--- src/rtl/types_pkg.sv ---
// Shared fetch-path types and constants.
// Imported by the fetch unit, its response buffer and the bench.
package types_pkg;

    localparam logic [31:0] RESET_PC_DEFAULT = 32'h0000_0000;
    localparam int          FIFO_DEPTH_DEFAULT = 2;

    typedef struct packed {
        logic [31:0] pc;
        logic [31:0] instr;
    } fetch_data;

    function automatic logic [31:0] align_pc(input logic [31:0] a);
        return {a[31:2], 2'b00};
    endfunction

endpackage

--- src/rtl/fetch_unit_if.sv ---
// Instruction-memory, decode and redirect signals of the fetch unit.
// The fetch unit is the master; memory, decode and branch logic form the slave.
interface fetch_unit_if;

    logic        imem_en;
    logic [31:0] imem_addr;
    logic [31:0] imem_rdata;
    logic [31:0] instr;
    logic [31:0] pc_out;
    logic        valid_out;
    logic        ready_out;
    logic        redirect_valid;
    logic [31:0] redirect_pc;

    modport master (
        output imem_en, imem_addr, instr, pc_out, valid_out,
        input  imem_rdata, ready_out, redirect_valid, redirect_pc
    );

    modport slave (
        input  imem_en, imem_addr, instr, pc_out, valid_out,
        output imem_rdata, ready_out, redirect_valid, redirect_pc
    );

endinterface

--- src/rtl/fetch_fifo.sv ---
// Two-entry response buffer between instruction memory and decode.
// Flush has priority over push and pop; push and pop may coincide at any occupancy.
module fetch_fifo
    import types_pkg::*;
#(
    parameter  int DEPTH = FIFO_DEPTH_DEFAULT,
    localparam int CNT_W = $clog2(DEPTH + 1)
) (
    input  logic             clk,
    input  logic             reset,
    input  logic             flush,
    input  logic             push,
    input  fetch_data        push_data,
    input  logic             pop,
    output fetch_data        head,
    output logic             not_empty,
    output logic [CNT_W-1:0] count
);

    fetch_data mem [2];
    logic      wr_ptr;
    logic      rd_ptr;

    always_ff @(posedge clk) begin
        if (reset) begin
            mem[0] <= '0;
            mem[1] <= '0;
            wr_ptr <= 1'b0;
            rd_ptr <= 1'b0;
            count  <= '0;
        end else if (flush) begin
            // Stale payload stays in mem; it is never visible because count is zero.
            wr_ptr <= 1'b0;
            rd_ptr <= 1'b0;
            count  <= '0;
        end else begin
            if (push) begin
                mem[wr_ptr] <= push_data;
                wr_ptr      <= ~wr_ptr;
            end
            if (pop) begin
                rd_ptr <= ~rd_ptr;
            end
            count <= count + CNT_W'(push) - CNT_W'(pop);
        end
    end

    assign head      = mem[rd_ptr];
    assign not_empty = (count != '0);

endmodule

--- src/rtl/fetch_unit.sv ---
// Instruction fetch front end: PC generation, credit-based request issue,
// one-cycle memory response capture and a two-entry buffer toward decode.
module fetch_unit
    import types_pkg::*;
#(
    parameter logic [31:0] RESET_PC   = RESET_PC_DEFAULT,
    parameter int          FIFO_DEPTH = FIFO_DEPTH_DEFAULT
) (
    input logic          clk,
    input logic          reset,
    fetch_unit_if.master fu
);

    localparam int STAGES = 1;

    // vld_pipe[0]: request issued this cycle; vld_pipe[1]: its response arrives now.
    logic [STAGES:0] vld_pipe;
    logic            inflight;
    logic            issue;
    logic            pop;
    logic            push;
    logic            discard;
    logic [2:0]      occ;
    logic [31:0]     fetch_pc;
    logic [31:0]     req_pc;

    fetch_data       head;
    fetch_data       push_data;
    logic            fifo_valid;
    logic [1:0]      fifo_count;

    assign vld_pipe = {inflight, issue};

    // Masking with reset keeps decode quiet for the whole reset window, not just after the first edge.
    assign fu.valid_out = fifo_valid & ~reset;
    assign pop          = fu.valid_out & fu.ready_out;

    // Credit check: entries held plus the response on the wire, minus what decode takes now.
    assign occ   = {1'b0, fifo_count} + {2'b00, vld_pipe[1]} - {2'b00, pop};
    assign issue = ~reset & ~fu.redirect_valid & (occ < 3'd2);

    // A response landing in a redirect cycle belongs to the old path.
    assign discard   = vld_pipe[1] & fu.redirect_valid;
    assign push      = vld_pipe[1] & ~discard;
    assign push_data = '{pc: req_pc, instr: fu.imem_rdata};

    assign fu.imem_en   = vld_pipe[0];
    assign fu.imem_addr = fetch_pc;
    assign fu.instr     = fu.valid_out ? head.instr : '0;
    assign fu.pc_out    = fu.valid_out ? head.pc    : '0;

    always_ff @(posedge clk) begin
        if (reset) begin
            fetch_pc <= RESET_PC;
            req_pc   <= '0;
            inflight <= 1'b0;
        end else begin
            inflight <= issue;
            if (fu.redirect_valid) begin
                fetch_pc <= align_pc(fu.redirect_pc);
            end else if (issue) begin
                req_pc   <= fetch_pc;
                fetch_pc <= fetch_pc + 32'd4;
            end
        end
    end

    fetch_fifo #(
        .DEPTH (FIFO_DEPTH)
    ) u_fifo (
        .clk       (clk),
        .reset     (reset),
        .flush     (fu.redirect_valid),
        .push      (push),
        .push_data (push_data),
        .pop       (pop),
        .head      (head),
        .not_empty (fifo_valid),
        .count     (fifo_count)
    );

endmodule

--- src/flat_wrapper.sv ---
// flat-port wrapper written by rule: the top's interface ports become plain ports
module fetch_unit_flat import types_pkg::*;
#(
    parameter logic [31:0] RESET_PC   = RESET_PC_DEFAULT,
    parameter int          FIFO_DEPTH = FIFO_DEPTH_DEFAULT
)
  (clk, reset, fu_imem_en, fu_imem_addr, fu_instr, fu_pc_out, fu_valid_out, fu_imem_rdata, fu_ready_out, fu_redirect_valid, fu_redirect_pc);
  fetch_unit_if fu_i ();
  input logic clk;
  input logic reset;
  output wire logic [$bits(fu_i.imem_en)-1:0] fu_imem_en;
  output wire logic [$bits(fu_i.imem_addr)-1:0] fu_imem_addr;
  output wire logic [$bits(fu_i.instr)-1:0] fu_instr;
  output wire logic [$bits(fu_i.pc_out)-1:0] fu_pc_out;
  output wire logic [$bits(fu_i.valid_out)-1:0] fu_valid_out;
  input wire logic [$bits(fu_i.imem_rdata)-1:0] fu_imem_rdata;
  input wire logic [$bits(fu_i.ready_out)-1:0] fu_ready_out;
  input wire logic [$bits(fu_i.redirect_valid)-1:0] fu_redirect_valid;
  input wire logic [$bits(fu_i.redirect_pc)-1:0] fu_redirect_pc;
  assign fu_imem_en = fu_i.imem_en;
  assign fu_imem_addr = fu_i.imem_addr;
  assign fu_instr = fu_i.instr;
  assign fu_pc_out = fu_i.pc_out;
  assign fu_valid_out = fu_i.valid_out;
  assign fu_i.imem_rdata = fu_imem_rdata;
  assign fu_i.ready_out = fu_ready_out;
  assign fu_i.redirect_valid = fu_redirect_valid;
  assign fu_i.redirect_pc = fu_redirect_pc;
  fetch_unit #(.RESET_PC(RESET_PC), .FIFO_DEPTH(FIFO_DEPTH)) u_core (.clk(clk), .reset(reset), .fu(fu_i));
endmodule
--- config.mk ---
export PLATFORM = sky130hd
export DESIGN_NAME = fetch_unit_flat
export DESIGN_NICKNAME = d
export VERILOG_FILES = /design/src/rtl/types_pkg.sv /design/src/rtl/fetch_unit_if.sv /design/src/rtl/fetch_fifo.sv /design/src/rtl/fetch_unit.sv /design/src/flat_wrapper.sv
export SDC_FILE = /design/constraint.sdc
export NUM_CORES = 1
export LEC_CHECK = 0
export BUFFER_PORTS_ARGS = -buffer_cell sky130_fd_sc_hd__buf_2
export CORE_UTILIZATION = 50
export CTS_CLUSTER_DIAMETER = 30
export DETAILED_ROUTE_END_ITERATION = 8
export HOLD_SLACK_MARGIN = 0.1
export PLACE_DENSITY_LB_ADDON = 0.08
export SYNTH_ARGS = -nofsm -noshare
export SYNTH_HDL_FRONTEND = slang
export SYNTH_HIERARCHICAL = 1
export SYNTH_SLANG_ARGS = --single-unit
--- constraint.sdc ---
create_clock -name clk -period 6.8 [get_ports clk]
set_input_delay 2.04 -clock clk [delete_from_list [all_inputs] [get_ports clk]]
set_output_delay 2.04 -clock clk [all_outputs]
set_load 0.01 [all_outputs]
==> metrics.md, run 1 <==
| Metric | Value |
|---|---|
| Residual DRC count | `0` |
| CP startpoint kind | `input port` |
| WL/cell | `about 18 um` |
| CP Max Fanout | `3` |
| Total clock sinks | `around 190` |
| Max clock buf depth | `2` |
| Final hold violations | `0` |
| Crit end category | `primary output` |
| Worst Skew | `a little over 0.009 ns` |
| Initial antenna violation count | `0` |
| Least-Margin Pin Slew | `1.303 ns` |
| Yosys warnings | `6` |
| DR vias | `about 6700` |
| Mapped Area | `a little over 9000 um^2` |
| Routed Antenna Nets | `0` |
| Number of buffers created by CTS | `17` |
| Worst slack, placed | `roughly 0.95 ns` |
| Filler cells | `between 1500 and 2000` |
| Max incr delay on CP | `around 0.37 ns` |
| Die Footprint | `roughly 19000 um^2` |
| Slowest stage cell, crit path | `fa_1` |
| Die Wd | `between 100 and 150 um` |
| Critical path type | `input port to primary output` |
| Post-synth EDFFs | `approximately 130` |
| GPL Wtd Cong | `between 0.8 and 0.9` |
| First-iteration detailed-routing DRC count | `approximately 460` |
| Cts hold-fix bufs | `0` |
| Leading cell types in the layout, fill and taps excluded | `buf_2 (161), and3_1 (131), edfxtp_1 (128)` |
| Num rows | `between 40 and 50` |
| P&R area growth vs syn | `15.83%` |
| Post-synth top flop | `edfxtp_1` |
| Worst Hold Class | `register to register` |
| RSZ-0062 raised after global routing | `no` |
| Drt total wl | `21270 um` |
| Register area share after synthesis | `roughly 56%` |
| Post-DP HPWL | `between 10000 and 15000 um` |
| Commonest non-fill, non-tap cell in the layout | `buf_2` |
| GRT Util Overall | `a little under a quarter` |
| Starting Density | `a little over 50%` |
| Final setup viols | `0` |
| CP Data Arrival Time | `~3.8 ns` |
| Die Ht | `around 140 um` |
| Highest clock rate | `between 0.15 and 0.2 GHz` |
| H-Tree Level Count | `4` |
| Largest net degree at the start of global routing | `77` |
| Clock Latency Late Sink | `around 0.42 ns` |
| Asr flop ratio synth | `0%` |
| Max VDD drop | `0.0001868 V` |
| Post-route cell area | `around 11000 um^2` |
| Req. time, crit path | `4.76 ns` |
| Relative slew slack | `between 10% and 20%` |
| Outcome | `complete, no violations` |
| Final nets | `slightly above 1000` |
| Vias per cell | `between 5 and 6` |
| Ant. Diodes | `0` |
| Minimum clock period | `a little under 6 ns` |
| Area of the multi-input gates | `between 3000 and 4000 um^2` |
| Number of global-route vias before repair | `6535` |
| CORE AREA | `18020 um^2` |
| CTS tree | `yes` |
| P_leak | `roughly 0.0048 uW` |
| Syn_area_per_cell | `between 10 and 15 um^2` |
| TritonRoute pass-1 iters | `6` |
| CP cell instances | `buf_2, nor2b_4, and2_1, ha_1, nand2b_1, fa_1, xnor2_1, nand3_2, inv_1, buf_2` |
| # resized after CTS | `0` |
| Slew Viols, Final | `0` |
| Cell chosen for the clock root | `clkbuf_16` |
| Fraction of layout cells with a size suffix above 1 | `around 29%` |
| Post-CTS setup buffer count | `0` |
| Setup tns final | `0 ns` |
| Max cap viols | `0` |
| Most frequent cell on the critical path | `buf_2` |
| Placed cell areas | `roughly 10000 um^2` |
| Synth cell types | `46` |
| First-pass GRT wire length | `approximately 33000 um` |
| IO Count | `166` |
| Port bufs | `roughly 160` |
| Post-synthesis register bit count | `between 150 and 200` |
| Sequential Area | `approximately 5200 um^2` |
| Setup WS post-layout | `0.9654 ns` |
| Period utilisation layout | `85.80%` |
| Mapped Cells | `between 800 and 900` |
| Worst-path clk slew | `around 0.06 ns` |
| PD cells | `between 200 and 250 nW/um^2` |
| GRT Residual Overflow | `0` |
## flip-flops by register name, summed over array words and instances (netlist names), named ones only
name and cells:
u_core/u_fifo/mem 128, u_core/fu.imem_addr 30, u_core/req_pc 30, u_core/u_fifo/count 2
u_core/inflight 1, u_core/u_fifo/rd_ptr 1, u_core/u_fifo/wr_ptr 1
## final timing paths
path                          startpoint                       to  slack (ns)  cells past startpoint
hold / removal         u_core/req_pc[17]        u_core/req_pc[17]        0.46                      2
hold reg to reg        u_core/req_pc[17]        u_core/req_pc[17]        0.46                      2
setup reg to reg  u_core/u_fifo/count[1]  u_core/fu.imem_addr[11]        2.98                     13
setup / recovery                   reset               fu_imem_en        0.97                     10
## worst max-delay path: cells and delay by family
| family | cells | cell delay [ns] |
|---|---|---|
| xor gates and xnor gates | 1 | 0.20 |
| buffers and inverters | 3 | 0.37 |
| and+or+nand+nor | 4 | 0.56 |
| adders and majority gates | 2 | 0.62 |
## routing by layer
layer  vias to the layer above  GRT usage (%)  share of wire, %
li1                       3236              -                 -
met1                      3211          30.46                45
met2                       267          37.33                48
met3                        26          4.231               6.4
met4                         0          8.181               1.3
met5                         -              0                 0
## logic make-up (layout without fill, tap and decap cells)
group / count (synthesis) / count (layout) / synth area share (%)
AOI/OAI and AO/OA: 107 / 107 / 6.693
DFF: 194 / 194 / 56.16
adders and majority gates: 5 / 5 / 0.7618
buffers and inverters: 81 / 217 / 4.993
and+or+nand+nor: 359 / 359 / 21.82
xor gates and xnor gates: 14 / 14 / 1.483
muxes: 66 / 66 / 8.053
other: 1 / 6 / 0.04077
## synthesized netlist by cell type, drive strengths merged, types with 2 or more instances
cell type	instances	area, um^2
o311ai	2	17.52
ha	4	50.05
nand4	14	87.58
nor3	12	60.06
buf	32	265.3
nand2	72	270.3
a32oi	5	43.79
and3	131	819.5
mux2i	2	20.02
o21ai	16	80.08
a21o	3	22.52
xor2	9	78.83
clkbuf	36	145.1
a22oi	7	52.55
a31oi	10	62.56
edfxtp	128	3844
nand3	17	90.09
and2	73	456.7
dfxtp	66	1321
mux2	64	720.7
a21oi	55	275.3
inv	13	48.80
nor2b	4	25.02
nor4	7	58.81
nor2	23	93.84
xnor2	4	35.03
o22ai	6	37.54
## stage by stage
step | cells | total power, uW | hold WS [ns] | utilization [%]
6_report | 1197 | 2602 | 0.4626 | 59.11
5_1_grt | 1197 | 2694 | 0.4903 | 59.11
4_1_cts | 1197 | 2623 | 0.4650 | 59.11
3_5_place_dp | 1165 | 1542 | 0.4525 | 55.58
3_3_place_gp | 1165 | 1533 | 0.4497 | 55.58
2_1_floorplan | 832 | 1471 | 0.4404 | -
## final cells by class
cell class | count | area share, %
Sequential cell | 194 | 48.49
Multi-Input combinational cell | 557 | 33.94
Timing Repair Buffer | 172 | 8.456
Clock buffer | 18 | 4.028
Tap cell | 229 | 2.689
Clock inverter | 14 | 1.938
Inverter | 13 | 0.4580
## power by group
group / switching, uW / internal, uW / leakage (uW) / total [uW]
Clock: 433 / 652 / 0.000312 / 1090
Combinational: 109 / 67.9 / 0.00260 / 177
Sequential: 35.7 / 1300 / 0.00187 / 1340
Total: 578 / 2020 / 0.00478 / 2600
Note: power is estimated with default switching activity, not from simulation.
==> run 2: changes to the inputs <==
- SYNTH_HIERARCHICAL: 1 -> not set
==> run 2 against run 1 <==
Largest cell class unchanged. Sequential share of layout area is 0.68 points higher. Synthesized cell count down 2.9%. Count of clock-buffer cells in the layout unchanged. Highest routed layer unchanged.
==> metrics.md, run 2 <==
| Metric | Value |
|---|---|
| Post-synthesis register bit count | `190 (-2.1%)` |
| Relative slew slack | `18.34% (+5.4 points)` |
| First-pass GRT wire length | `31690 um (-4.7%)` |
| Mapped Area | `8746 um^2 (-4.9%)` |
| Cts hold-fix bufs | `0 (unchanged)` |
| Outcome | `complete, no violations` |
| Routed Antenna Nets | `0 (unchanged)` |
| Drt total wl | `19760 um (-7.1%)` |
| Final setup viols | `0 (unchanged)` |
| Worst Skew | `0.006915 ns (-0.002211 ns)` |
| Max clock buf depth | `2 (unchanged)` |
| Final non-filler cell total | `1171 (-2.2%)` |
| Synth top area share | `42.58% (+0.78 points)` |
| Post-DP HPWL | `12580 um (-1.4%)` |
| Worst Hold Class | `register to register` |
| CTS tree | `yes` |
| Critical path type | `input port to primary output` |
| Filler cells | `1444 (-6.6%)` |
| Final hold violations | `0 (unchanged)` |
| Number of buffers created by CTS | `17 (unchanged)` |
| Crit end category | `primary output` |
| Synth cell types | `51 (+11%)` |
| Most flop-heavy register | `u_core.u_fifo.mem` |
| CP startpoint kind | `input port` |
| Largest net degree at the start of global routing | `64 (-17%)` |
| Final nets | `1009 (-1.8%)` |
| Leading cell types in the layout, fill and taps excluded | `buf_2 (159), and2_1 (133), edfxtp_1 (124)` |
| Starting Density | `52.00% (+0.97 points)` |
| WL/cell | `16.87 um (-5.0%)` |
| Max reg flops | `124 (-3.1%)` |
| Commonest non-fill, non-tap cell in the layout | `buf_2` |
| Placed cell areas | `9698 um^2 (-3.2%)` |
| GRT Residual Overflow | `0 (unchanged)` |
| Highest clock rate | `0.1595 GHz (-7.0%)` |
| Total clock sinks | `190 (-2.1%)` |
| P_leak | `0.003919 uW (-18%)` |
| Fraction of layout cells with a size suffix above 1 | `22.71% (-5.8 points)` |
| Worst slack, placed | `0.5976 ns (-0.3565 ns)` |
| H-Tree Level Count | `4 (unchanged)` |
| P&R area growth vs syn | `17.40%` |
| PD cells | `236.6 nW/um^2 (-3.1%)` |
| CP Data Arrival Time | `4.23 ns (+0.44 ns)` |
| CP cell instances | `buf_2, inv_1, nand2_1, xnor2_1, nand2_1, fa_1, nor3b_2, nand2_1, inv_1, buf_2` |
| Mapped Cells | `803 (-2.9%)` |
| Port bufs | `159 (-1.2%)` |
| Die Ht | `134.3 um (-2.5%)` |
| Vias per cell | `5.564 (-1.2%)` |
| Residual DRC count | `0 (unchanged)` |
| Initial antenna violation count | `0 (unchanged)` |
| Max VDD drop | `0.0001755 V (-6.1%)` |
| Post-synth EDFFs | `124 (-3.1%)` |
| Most frequent cell on the critical path | `nand2_1` |
| RSZ-0062 raised after global routing | `no` |
| Max incr delay on CP | `0.70 ns (+0.33 ns)` |
| Setup WS post-layout | `0.5288 ns (-0.4367 ns)` |
| Least-Margin Pin Slew | `1.222 ns (-0.08108 ns)` |
| Ant. Diodes | `0 (unchanged)` |
| GPL Wtd Cong | `0.8681 (+6.0%)` |
| Post-CTS setup buffer count | `0 (unchanged)` |
| Synth top area cells | `edfxtp_1 (43%), dfxtp_1 (15%), and2_1 (9.5%), mux2i_1 (7.1%), nor2_1 (3.6%)` |
| Yosys warnings | `0 (-6)` |
| Dpl cells | `1139 (-2.2%)` |
| IO Count | `166 (unchanged)` |
| Die Footprint | `18020 um^2 (-4.8%)` |
| Slew Viols, Final | `0 (unchanged)` |
| Slowest stage cell, crit path | `fa_1` |
| Number of global-route vias before repair | `6279 (-3.9%)` |
| Cell chosen for the clock root | `clkbuf_16` |
| Period utilisation layout | `92.22% (+6.4 points)` |
| Register area share after synthesis | `57.68% (+1.5 points)` |
| CP Max Fanout | `8 (+5)` |
| Setup tns final | `0 ns (unchanged)` |
| GRT Util Overall | `22.62% (-0.30 points)` |
| Final Power | `2430 uW (-6.6%)` |
| # resized after CTS | `0 (unchanged)` |
| Minimum clock period | `6.271 ns (+0.4367 ns)` |
| Most frequent cells after synthesis | `and2_1 (133), edfxtp_1 (124), nor2_1 (84)` |
| Max cap viols | `0 (unchanged)` |
| TritonRoute pass-1 iters | `5 (-1)` |
| Req. time, crit path | `4.76 ns (about the same)` |
| First-iteration detailed-routing DRC count | `298 (-35%)` |
| Die Wd | `134.3 um (-2.5%)` |
| Count leader, synth | `and2_1` |
| Post-route cell area | `10270 um^2 (-3.6%)` |
| CORE AREA | `16820 um^2 (-6.7%)` |
| DR vias | `6515 (-3.3%)` |
| Post-synth top flop | `edfxtp_1` |
| Num rows | `47 (-4.1%)` |
| Largest area contributor in the netlist | `edfxtp_1` |
| Asr flop ratio synth | `0% (unchanged)` |
| Worst-path clk slew | `0.07 ns (about the same)` |
| Clock Latency Late Sink | `0.43 ns (about the same)` |
| Syn_area_per_cell | `10.89 um^2 (-2.1%)` |
==> run 2: cell count changes after synthesis, moves of 13 or more <==
| cell | change |
|---|---|
| and3_1 | -127 |
| mux2_2 | -64 |
| nor2_1 | +62 |
| and2_1 | +60 |
| mux2i_1 | +60 |
| a21oi_1 | -24 |
| or4_1 | +15 |
| buf_6 | -13 |
==> run 2: through the flow <==
step	util, %	hold slack [ns]
final	61.05	0.4615
after global routing	61.05	0.4749
after floorplan	-	0.4401
after detailed placement	57.66	0.4539
after global placement	57.66	0.4493
after CTS	61.05	0.4642
==> run 2: metal layers <==
metal  vias up  routed length, um  track usage, %
li1       3133                  -               -
met1      3066               8881           30.46
met2       273               9075           36.21
met3        43               1344           4.271
met4         0                455           8.864
met5         -                  0               0
==> run 2: layout make-up <==
class | count | area (um^2) | area share [%]
inverter | 9 | 33.78 | 0.3290
clock inverter | 14 | 118.9 | 1.158
sequential | 190 | 5049 | 49.17
multi-input combinational | 553 | 3485 | 33.94
tap | 220 | 275.3 | 2.681
clock buffer | 18 | 450.4 | 4.387
timing repair buffer | 167 | 855.8 | 8.335
==> run 2: power by group <==
group / switching (uW) / internal [uW] / leakage (uW) / total [uW]
Clock: 448 / 503 / 0.000285 / 951
Sequential: 42.0 / 1280 / 0.00183 / 1320
Combinational: 97.9 / 60.3 / 0.00180 / 158
==> run 2: critical path, delay by kind of cell <==
kind	cells	cell delay (ns)
buf+inv	4	0.66
fa+ha+maj	1	0.70
xor+xnor	1	0.16
simple gates	4	0.68
==> run 2: cells by family after synthesis <==
kind of cell               Yosys count  synth area share [%]
AOI/OAI and AO/OA                   93                 7.167
adders and majority gates            3                0.5150
and+or+nand+nor                    379                 23.25
buffers and inverters               63                 2.961
DFF                                190                 57.68
muxes                               62                 7.096
other                                1               0.04288
xor gates and xnor gates            12                 1.288
==> run 2: final timing paths <==
check	startpoint	to	slack (ns)	cells after the start
setup / recovery	reset	fu_imem_en	0.53	10
hold / removal	u_core.req_pc[3]	u_core.req_pc[3]	0.46	2
setup reg to reg	u_core.u_fifo.count[1]	u_core.fu.imem_addr[18]	3.77	8
hold reg to reg	u_core.req_pc[3]	u_core.req_pc[3]	0.46	2
==> run 3: changes to the inputs <==
- SYNTH_HIERARCHICAL: not set -> 1
- clock period: 6.8 -> 5.6 ns (I/O delays scaled with it)
==> run 3 against run 2 <==
Count of clock-buffer cells in the layout up 5. Global-route usage is 0.46 points lower. Wire length rose by 5.1%. Critical path type unchanged. Largest cell class unchanged.
==> metrics.md, run 3 (synthesis results as in run 1) <==
| Metric | Value |
|---|---|
| Filler cells | `1569 (+8.7%)` |
| Slowest stage cell, crit path | `fa_1` |
| Pint | `2361 uW (+28%)` |
| Max reg flops | `128 (+3.2%)` |
| Final nets | `1028 (+1.9%)` |
| Met1 wire length | `9516 um (+7.2%)` |
| Final non-filler cell total | `1197 (+2.2%)` |
| Req. time, crit path | `3.92 ns (-0.84 ns)` |
| Residual DRC count | `0 (unchanged)` |
| Area of the multi-input gates | `3616 um^2 (+3.8%)` |
| CORE AREA | `18020 um^2 (+7.2%)` |
| Least-Margin Pin Slew | `1.050 ns (-0.1715 ns)` |
| Initial antenna violation count | `0 (unchanged)` |
| Die Footprint | `18940 um^2 (+5.1%)` |
| Max VDD drop | `0.0002252 V (+28%)` |
| Period utilisation layout | `about nine tenths` |
| Die Wd | `137.6 um (+2.5%)` |
| First-pass GRT wire length | `32160 um (+1.5%)` |
| Worst slack, placed | `0.4871 ns (-0.1105 ns)` |
| WHS | `0.4605 ns (-0.001035 ns)` |
| Worst-path clk slew | `0.06 ns (about the same)` |
| Num rows | `49 (+4.3%)` |
| Final hold violations | `0 (unchanged)` |
| GRT Residual Overflow | `0 (unchanged)` |
| Crit end category | `primary output` |
| Dpl cells | `1165 (+2.3%)` |
| P_leak | `0.004755 uW (+21%)` |
| Port bufs | `161 (+1.3%)` |
| Max incr delay on CP | `0.38 ns (-0.32 ns)` |
| RSZ-0062 raised after global routing | `no` |
| Commonest non-fill, non-tap cell in the layout | `buf_2` |
| Sequential power share | `53.4% (-0.9 points)` |
| GRT Util Overall | `22.16% (-0.46 points)` |
| Ant. Diodes | `0 (unchanged)` |
| IO Count | `166 (unchanged)` |
| Slew Viols, Final | `0 (unchanged)` |
| Minimum clock period | `approximately 5.1 ns` |
| Max clock buf depth | `2 (unchanged)` |
| Worst Hold Class | `register to register` |
| Clock power share | `39.6% (+0.5 points)` |
| Sequential Area | `5166 um^2 (+2.3%)` |
| CP Data Arrival Time | `3.42 ns (-0.81 ns)` |
| Leading cell types in the layout, fill and taps excluded | `buf_2 (161), and3_1 (131), edfxtp_1 (128)` |
| CP cell instances | `buf_2, nor2b_4, and2_1, ha_1, nand2b_1, fa_1, xnor2_1, nand3_2, inv_1, buf_2` |
| H-Tree Level Count | `4 (unchanged)` |
| Flop2flop setup slack | `1.78 ns (-1.99 ns)` |
| Post-DP HPWL | `12520 um (-0.50%)` |
| DR vias | `6695 (+2.8%)` |
| Worst Skew | `0.008698 ns (+0.001783 ns)` |
| WL/cell | `17.35 um (+2.9%)` |
| Cell chosen for the clock root | `clkbuf_16` |
| Largest net degree at the start of global routing | `95 (+48%)` |
| Clock Latency Late Sink | `0.43 ns (about the same)` |
| Die Ht | `137.6 um (+2.5%)` |
| Most frequent cell on the critical path | `buf_2` |
| Fraction of layout cells with a size suffix above 1 | `28.41% (+5.7 points)` |
| Outcome | `complete, no violations` |
| Final setup viols | `0 (unchanged)` |
| Post-route cell area | `10600 um^2 (+3.2%)` |
| Switch Pwr | `687.1 uW (+17%)` |
| Met3 routed WL | `1111 um (-17%)` |
| CP startpoint kind | `input port` |
| CP Max Fanout | `3 (-5)` |
| Total clock sinks | `194 (+2.1%)` |
| Max cap viols | `0 (unchanged)` |
| Post-CTS setup buffer count | `0 (unchanged)` |
| First-iteration detailed-routing DRC count | `454 (+52%)` |
| Setup tns final | `0 ns (unchanged)` |
| Number of global-route vias before repair | `6347 (+1.1%)` |
| Combinational power share | `7.1% (+0.6 points)` |
| CTS tree | `yes` |
| Routed Antenna Nets | `0 (unchanged)` |
| Cts hold-fix bufs | `0 (unchanged)` |
| TritonRoute pass-1 iters | `5 (unchanged)` |
| Vias per cell | `5.593 (+0.53%)` |
| WL met2 | `9883 um (+8.9%)` |
| Net Sw Frac | `22.54% (-1.7 points)` |
| # resized after CTS | `0 (unchanged)` |
| P&R area growth vs syn | `15.25%` |
| Relative slew slack | `29.71% (+11 points)` |
| GPL Wtd Cong | `0.8425 (-2.9%)` |
| Most flop-heavy register | `u_core/u_fifo/mem` |
| Placed cell areas | `10020 um^2 (+3.3%)` |
| Starting Density | `51.03% (-0.97 points)` |
| Setup WS post-layout | `0.4953 ns (-0.03350 ns)` |
| Drt total wl | `20770 um (+5.1%)` |
| Number of buffers created by CTS | `17 (unchanged)` |
| PD cells | `287.6 nW/um^2 (+22%)` |
| DR top layer | `met4` |
| Critical path type | `input port to primary output` |
| Highest clock rate | `around 0.20 GHz` |
-- run 3: cell types whose count changed in the layout (fill, tap and decap cells not counted), sizes merged, moves of 9 or more --
cell,delta
or4,-16
o21ai,+11
mux2,+64
o211ai,-11
and3,+127
a21oi,+24
nor2,-61
nand3,+9
and2,-61
mux2i,-60
nor3,+9
nand2,-11
-- run 3: layout make-up --
type	instances	area share, %
Sequential cell	194	48.74
Multi-Input combinational cell	557	34.11
Timing Repair Buffer	172	8.499
Clock buffer	23	4.521
Tap cell	229	2.703
Clock inverter	9	0.9679
Inverter	13	0.4603
-- run 3: power groups by stage --
| stage | Sequential (uW) | Clock, uW | Combinational, uW |
|---|---|---|---|
| floorplan | 1650 | 0 | 136 |
| global placement | 1650 | 0 | 208 |
| detailed placement | 1660 | 0 | 214 |
| CTS | 1630 | 1230 | 216 |
| global route | 1630 | 1280 | 237 |
| finish | 1630 | 1210 | 215 |
-- run 3: worst max-delay path, delay by kind of cell --
kind	cells	cell delay (ns)
XOR/XNOR	1	0.20
buffers and inverters	3	0.36
AND/OR/NAND/NOR	4	0.56
adder cells (fa/ha/maj)	2	0.62
-- run 3: layer usage --
| metal | vias to the layer above | GRT usage [%] |
|---|---|---|
| met3 | 19 | 4.452 |
| met4 | 0 | 6.227 |
| li1 | 3246 | - |
| met5 | - | 0 |
| met2 | 211 | 36.24 |
| met1 | 3219 | 29.75 |
-- run 3: path summary, 6_finish.rpt --
kind | from | to | cells after the start
max | reset | fu_imem_en | 10
min | u_core/req_pc[12] | u_core/req_pc[12] | 2
max reg2reg | u_core/u_fifo/count[1] | u_core/fu.imem_addr[4] | 13
min reg2reg | u_core/req_pc[12] | u_core/req_pc[12] | 2
-- run 3: stage by stage --
step / total power, uW / utilization (%)
CTS: 3071 / 58.81
floorplan: 1786 / -
global placement: 1861 / 55.58
global route: 3150 / 58.81
detailed placement: 1872 / 55.58
finish: 3049 / 58.81
